## src/rtl/e_operand_unit_pkg.sv

```systemverilog
`default_nettype none
// ============================================================================
// Module   : e_operand_unit_pkg
// Brief    : Shared encodings for the E-stage operand unit: operand-2 modes
//            and forward-path select codes.
// Revision : 1.0
// ============================================================================
package e_operand_unit_pkg;

    localparam logic [1:0] C_MODE_RDATA2   = 2'b00;
    localparam logic [1:0] C_MODE_EXT      = 2'b01;
    localparam logic [1:0] C_MODE_ZERO_EXT = 2'b10;
    localparam logic [1:0] C_MODE_LUI      = 2'b11;

    localparam logic [1:0] C_FWD_REG = 2'b00;
    localparam logic [1:0] C_FWD_M   = 2'b01;
    localparam logic [1:0] C_FWD_W   = 2'b10;

endpackage
`default_nettype wire

```

## src/rtl/e_operand_unit_fwd_sel.sv

```systemverilog
`default_nettype none
// ============================================================================
// Module   : e_fwd_sel
// Brief    : Combinational M-over-W priority forward selector for one operand.
// Revision : 1.0
// ============================================================================
module e_fwd_sel
    import e_operand_unit_pkg::*;
#(
    parameter int DATA_W = 32,
    parameter int REG_AW = 5
) (
    input  logic [REG_AW-1:0] e_reg,
    input  logic [DATA_W-1:0] e_rdata,
    input  logic              M_we,
    input  logic [REG_AW-1:0] M_waddr,
    input  logic [DATA_W-1:0] M_wdata,
    input  logic              W_we,
    input  logic [REG_AW-1:0] W_waddr,
    input  logic [DATA_W-1:0] W_wdata,
    output logic [DATA_W-1:0] fwd_data,
    output logic [1:0]        fwd_sel
);

    logic w_nonzero;
    logic w_hit_m;
    logic w_hit_w;

    // Register 0 is hard-wired, so a write to it must never be forwarded.
    assign w_nonzero = (e_reg != '0);
    assign w_hit_m   = M_we && (M_waddr == e_reg) && w_nonzero;
    assign w_hit_w   = W_we && (W_waddr == e_reg) && w_nonzero;

    always_comb begin
        fwd_data = e_rdata;
        fwd_sel  = C_FWD_REG;
        if (w_hit_m) begin
            fwd_data = M_wdata;
            fwd_sel  = C_FWD_M;
        end else if (w_hit_w) begin
            fwd_data = W_wdata;
            fwd_sel  = C_FWD_W;
        end
    end

endmodule
`default_nettype wire

```

## src/rtl/e_operand_unit.sv

```systemverilog
`default_nettype none
// ============================================================================
// Module   : e_operand_unit
// Brief    : D/E pipeline register with M/W forwarding and ALU operand muxing.
// Revision : 1.0
// ============================================================================
module e_operand_unit
    import e_operand_unit_pkg::*;
#(
    parameter int DATA_W = 32,
    parameter int IMM_W  = 16,
    parameter int REG_AW = 5
) (
    input  logic              clk,
    input  logic              reset,
    input  logic              D_valid,
    input  logic [DATA_W-1:0] D_rdata1,
    input  logic [DATA_W-1:0] D_rdata2,
    input  logic [REG_AW-1:0] D_rs,
    input  logic [REG_AW-1:0] D_rt,
    input  logic [IMM_W-1:0]  D_imm,
    input  logic [1:0]        D_s_data2,
    input  logic              stall,
    input  logic              flush,
    input  logic              M_we,
    input  logic [REG_AW-1:0] M_waddr,
    input  logic [DATA_W-1:0] M_wdata,
    input  logic              W_we,
    input  logic [REG_AW-1:0] W_waddr,
    input  logic [DATA_W-1:0] W_wdata,
    output logic              E_valid,
    output logic [DATA_W-1:0] E_data1,
    output logic [DATA_W-1:0] E_data2,
    output logic [DATA_W-1:0] E_store_data,
    output logic [1:0]        E_fwd_sel1,
    output logic [1:0]        E_fwd_sel2
);

    localparam int C_PAD_W = DATA_W - IMM_W;

    logic              valid_q,  valid_d;
    logic [REG_AW-1:0] rs_q,     rs_d;
    logic [REG_AW-1:0] rt_q,     rt_d;
    logic [IMM_W-1:0]  imm_q,    imm_d;
    logic [1:0]        mode_q,   mode_d;
    logic [DATA_W-1:0] rdata1_q, rdata1_d;
    logic [DATA_W-1:0] rdata2_q, rdata2_d;

    logic [DATA_W-1:0] w_fwd1;
    logic [DATA_W-1:0] w_fwd2;
    logic [1:0]        w_sel1;
    logic [1:0]        w_sel2;

    e_fwd_sel #(
        .DATA_W (DATA_W),
        .REG_AW (REG_AW)
    ) u_fwd_rs (
        .e_reg    (rs_q),
        .e_rdata  (rdata1_q),
        .M_we     (M_we),
        .M_waddr  (M_waddr),
        .M_wdata  (M_wdata),
        .W_we     (W_we),
        .W_waddr  (W_waddr),
        .W_wdata  (W_wdata),
        .fwd_data (w_fwd1),
        .fwd_sel  (w_sel1)
    );

    e_fwd_sel #(
        .DATA_W (DATA_W),
        .REG_AW (REG_AW)
    ) u_fwd_rt (
        .e_reg    (rt_q),
        .e_rdata  (rdata2_q),
        .M_we     (M_we),
        .M_waddr  (M_waddr),
        .M_wdata  (M_wdata),
        .W_we     (W_we),
        .W_waddr  (W_waddr),
        .W_wdata  (W_wdata),
        .fwd_data (w_fwd2),
        .fwd_sel  (w_sel2)
    );

    always_comb begin
        valid_d  = D_valid;
        rs_d     = D_rs;
        rt_d     = D_rt;
        imm_d    = D_imm;
        mode_d   = D_s_data2;
        rdata1_d = D_rdata1;
        rdata2_d = D_rdata2;
        if (flush) begin
            valid_d  = 1'b0;
            rs_d     = '0;
            rt_d     = '0;
            imm_d    = '0;
            mode_d   = '0;
            rdata1_d = '0;
            rdata2_d = '0;
        end else if (stall) begin
            // Held operands absorb in-flight results so they survive the stall.
            valid_d  = valid_q;
            rs_d     = rs_q;
            rt_d     = rt_q;
            imm_d    = imm_q;
            mode_d   = mode_q;
            rdata1_d = w_fwd1;
            rdata2_d = w_fwd2;
        end
    end

    always_ff @(posedge clk or negedge reset) begin
        if (!reset) begin
            valid_q  <= 1'b0;
            rs_q     <= '0;
            rt_q     <= '0;
            imm_q    <= '0;
            mode_q   <= '0;
            rdata1_q <= '0;
            rdata2_q <= '0;
        end else begin
            valid_q  <= valid_d;
            rs_q     <= rs_d;
            rt_q     <= rt_d;
            imm_q    <= imm_d;
            mode_q   <= mode_d;
            rdata1_q <= rdata1_d;
            rdata2_q <= rdata2_d;
        end
    end

    always_comb begin
        case (mode_q)
            C_MODE_EXT:      E_data2 = {{C_PAD_W{imm_q[IMM_W-1]}}, imm_q};
            C_MODE_ZERO_EXT: E_data2 = {{C_PAD_W{1'b0}}, imm_q};
            C_MODE_LUI:      E_data2 = {imm_q, {C_PAD_W{1'b0}}};
            default:         E_data2 = w_fwd2;
        endcase
    end

    assign E_valid      = valid_q;
    assign E_data1      = w_fwd1;
    assign E_store_data = w_fwd2;
    assign E_fwd_sel1   = w_sel1;
    assign E_fwd_sel2   = w_sel2;

endmodule
`default_nettype wire

```

## config.mk

```make
export PLATFORM = sky130hd
export DESIGN_NAME = e_operand_unit
export DESIGN_NICKNAME = d
export VERILOG_FILES = /design/src/rtl/e_operand_unit_pkg.sv /design/src/rtl/e_operand_unit_fwd_sel.sv /design/src/rtl/e_operand_unit.sv
export SDC_FILE = /design/constraint.sdc
export NUM_CORES = 1
export LEC_CHECK = 0
export ABC_AREA = 0
export BUFFER_PORTS_ARGS = -buffer_cell sky130_fd_sc_hd__clkbuf_2
export CAP_MARGIN = 0
export CORE_AREA = 5 5 138 166
export DETAILED_ROUTE_END_ITERATION = 10
export DIE_AREA = 0 0 143 171
export PLACE_DENSITY = 0.58
export SLEW_MARGIN = 20
export SYNTH_ARGS = -nofsm -noshare
export SYNTH_HDL_FRONTEND = slang
export SYNTH_SLANG_ARGS = --single-unit
```

## constraint.sdc

```tcl
create_clock -name clk -period 2.45 [get_ports clk]
set_clock_uncertainty 0.05 [all_clocks]
set_input_delay 0.245 -clock clk [delete_from_list [all_inputs] [get_ports clk]]
set_output_delay 0.245 -clock clk [all_outputs]
set_load 0.01 [all_outputs]
```

==> impl_results.md <==
* Startpoint class of the critical path: register
* Crit Path Max Fanout at 7
* Layout Nets at 1203
* Clock Path Buffers at 2
* Final hold vios at 0
* Ys Warns at 0
* Hold wc startpoint: D_rdata1[0]
* Global-route wire length before repair at between 40 and 50 mm
* Worst-skew pair later-pin latency at 350 ps
* Met3 Use GR at under 10%
* Syn Std Cell Area at 6230 um2
* H-tree level count at 3
* Status: finished, violations left
* Setup violators final at 99
* Worst Max-Slew Pin Slew at 629 ps
* All-layer global routing usage at between 20% and 30%
* Leading area contributor after synthesis: dfrtp_1
* Synth top area share at roughly 37%
* Total grt overflow at 0
* Post-DP Area at ~8400 um2
* Via density at between 5 and 6
* CTS root buf: clkbuf_16
* MaxCap Viol Count at 0
* Drt wl/cell at around 25 um
* Clk sink count at 93
* Hold Slack at roughly 64 ps
* Critical Path Sink Type: output pin
* Pleak at approximately 0.0047 uW
* Routed WL at roughly 33 mm
* RSZ-0062 raised after global routing: yes
* Mapped Cells at between 600 and 700
* ANT nets after route at 0
* Die ar. at 24500 um2
* DRC viols at 0
* 1st-iter DRT viols at roughly 590
* Min Tclk post-route at 2820 ps
* Synth area leaders: dfrtp_1, a22o_1, mux2i_1
* GR Util met1 at about a third
* Slew HR at about 58%
* Post-synthesis async set-or-reset flop share at 100%
* Register area share after synthesis at a little under two fifths
* Vias at between 7000 and 8000
* Yosys reg bits at between 90 and 100
* Clock network power share at between 20% and 30%
* Share of power burned in registers at 33.9%
* Core area at approximately 21000 um2
* Number of CTS-inserted buffers at 9
* Worst hold path class: input pin to register
* Share of layout cells above drive strength 1 at 56.7%
* GR peak layer: met2
* Seq. cell area at about 2300 um2
* Final Max Slew Viols at 0
* Worst path arrival time at between 2000 and 3000 ps
* Dominant synthesized flop cell: dfrtp_1
* I/O pin cnt at about 270
* Largest net degree at the start of global routing at 55
* Area delta synth->final at 72.4%
* CP Launch Point: rt_q[2]
* Worst vdd ir at 0.324 mV
* R2R Path Start: rs_q[3]
* Die Ht at ~170 um
* Starting Density at approximately 30%
* Internal at approximately 3300 uW
* Worst path required time at approximately 2200 ps
* Setup CP Type: register to output pin
* Syn avg cell area at slightly above 9 um2
* Clk pin slew, worst setup/hold paths at about 70 ps
* Post-synth EDFFs at 0
* DR pass1 iterations at 7
* Final Cycle Share at 115%
* M2 GR Usage at between 40% and 50%
* Worst Setup Slack, final at -367 ps
* GP Congestion at between 0.8 and 0.9
* Failing checks: setup timing
* Initial antenna violation count at 1
* Sw power at 1760 uW
* Final instance area at ~11000 um2
* Row count at between 50 and 60
* Comb pwr share at 36.7%
* CTS tree: done
* Post-DP HPWL at roughly 23 mm
* Die Width at around 140 um
* Fillers at roughly 1900
* Sw Ratio at approximately a third
* Vias in the first global route at between 7000 and 8000
* Cell area power density at between 400 and 500 nW/um2
* Yosys cell types at 39
* Synthesized Nets at around 860
* Buffers on Ports at ~270
* Fmax at around 350 MHz
* Area occupied by multi-input gates at 4700 um2
-- final cells by class --
class	instances	area share (%)
diodes	1	0.0233
clock buffers	10	2.23
clock inverters	6	0.571
inverters	2	0.187
multi-input cells	505	43.8
flip-flops and latches	93	21.7
well taps	274	3.19
repair buffers	419	28.3
-- metal layers --
layer,share of wire [%],vias to the layer above
li1,-,3387
met1,38,3741
met2,49,436
met3,7.6,101
met4,4.6,2
met5,0.021,-
-- state kept, by name (all words and copies together) (netlist names) --
signal	cells
rdata1_q	32
rdata2_q	32
rs_q	5
rt_q	5
imm_q	16
E_valid	1
mode_q	2
-- cell families after synthesis --
group	after synthesis	synth area share, %
AND/OR/NAND/NOR	195	16.4
AO/OA/AOI/OAI	244	29.7
buffers and inverters	88	6.37
flip-flops	93	37.4
XOR/XNOR	20	2.81
multiplexers	46	7.40
-- cells in the mapped netlist (10+ instances only) --
cell	number
o31ai_1	47
o21ai_0	19
a21oi_1	17
a31oi_1	37
nor2_1	50
nor3_1	48
a31oi_2	10
or4b_2	11
buf_2	14
clkbuf_1	58
xnor2_1	19
mux2i_1	46
a32oi_1	34
a22o_1	62
o21ai_1	15
dfrtp_1	93
nand2_1	32
nand4_1	35
-- cells in the final DEF, fill, tap and decap left out, types with 4 or more instances in the layout --
cell type and count:
nand4_1 35, mux2i_4 7, o21ai_1 18, dfrtp_1 92, nor3_1 47, o31ai_2 11, buf_16 4, o31ai_4 26
a21oi_2 6, buf_4 99, a31oi_1 4, buf_2 36, o21ai_2 5, clkbuf_2 222, a21oi_1 9, xnor2_1 16
o31ai_1 10, a22o_1 62, or4b_1 4, a32oi_2 7, buf_8 6, o21ai_0 11, mux2i_2 7, buf_6 26
a31oi_2 22, a32oi_1 27, mux2i_1 32, nand2_1 32, a31oi_4 21, or4b_4 7, nor2_1 42, nor2_2 5
clkbuf_16 13, or4b_2 4, buf_12 19
-- timing repair --
item / in CTS / in global routing
resized for setup: 179 / 131
pin swaps: 92 / 46
gates cloned: 8 / 5
hold buffers: 1 / 0
setup buffers: 32 / 15
endpoints found under the setup margin: 101 / 105
endpoints found under the hold margin: 93 / 0
-- metrics by stage --
step / std cells / TNS [ps] / setup slack [ps] / utilization [%] / total power, uW
after CTS: 1294 / -28420 / -390 / 47.6 / 4890
after global placement: 1238 / -4750 / -203 / 39.3 / 3020
after detailed placement: 1238 / -5790 / -225 / 39.3 / 3030
after floorplan: 686 / 0 / 62.9 / - / 2320
final: 1310 / -25750 / -367 / 50.3 / 5020
after global routing: 1309 / -33070 / -440 / 50.3 / 5200
-- power groups by stage --
stage / Combinational (uW) / Clock, uW / Sequential (uW)
4_1_cts: 1710 / 1490 / 1690
5_1_grt: 1940 / 1550 / 1710
2_1_floorplan: 628 / 0 / 1690
3_3_place_gp: 1320 / 0 / 1700
6_report: 1840 / 1470 / 1700
3_5_place_dp: 1320 / 0 / 1710
-- final timing paths --
path	end	slack [ps]	cells past startpoint
worst max-delay path	E_data2[15]	-370	8
worst min-delay path	rdata1_q[0]	60	2
worst max register to register	rdata1_q[31]	10	9
worst min register to register	E_valid	490	2
max in group asynchronous	rdata1_q[29]	1430	3
min in group asynchronous	rs_q[3]	370	3
-- worst max-delay path: stages (launching register included) --
cell and delay (ps):
dfrtp_1 400, or4_4 590, o211ai_4 190, or2_4 270
buf_12 160, buf_6 100, a31oi_4 100, a22o_1 220
buf_2 140
Power figures use the tool's default switching activity.
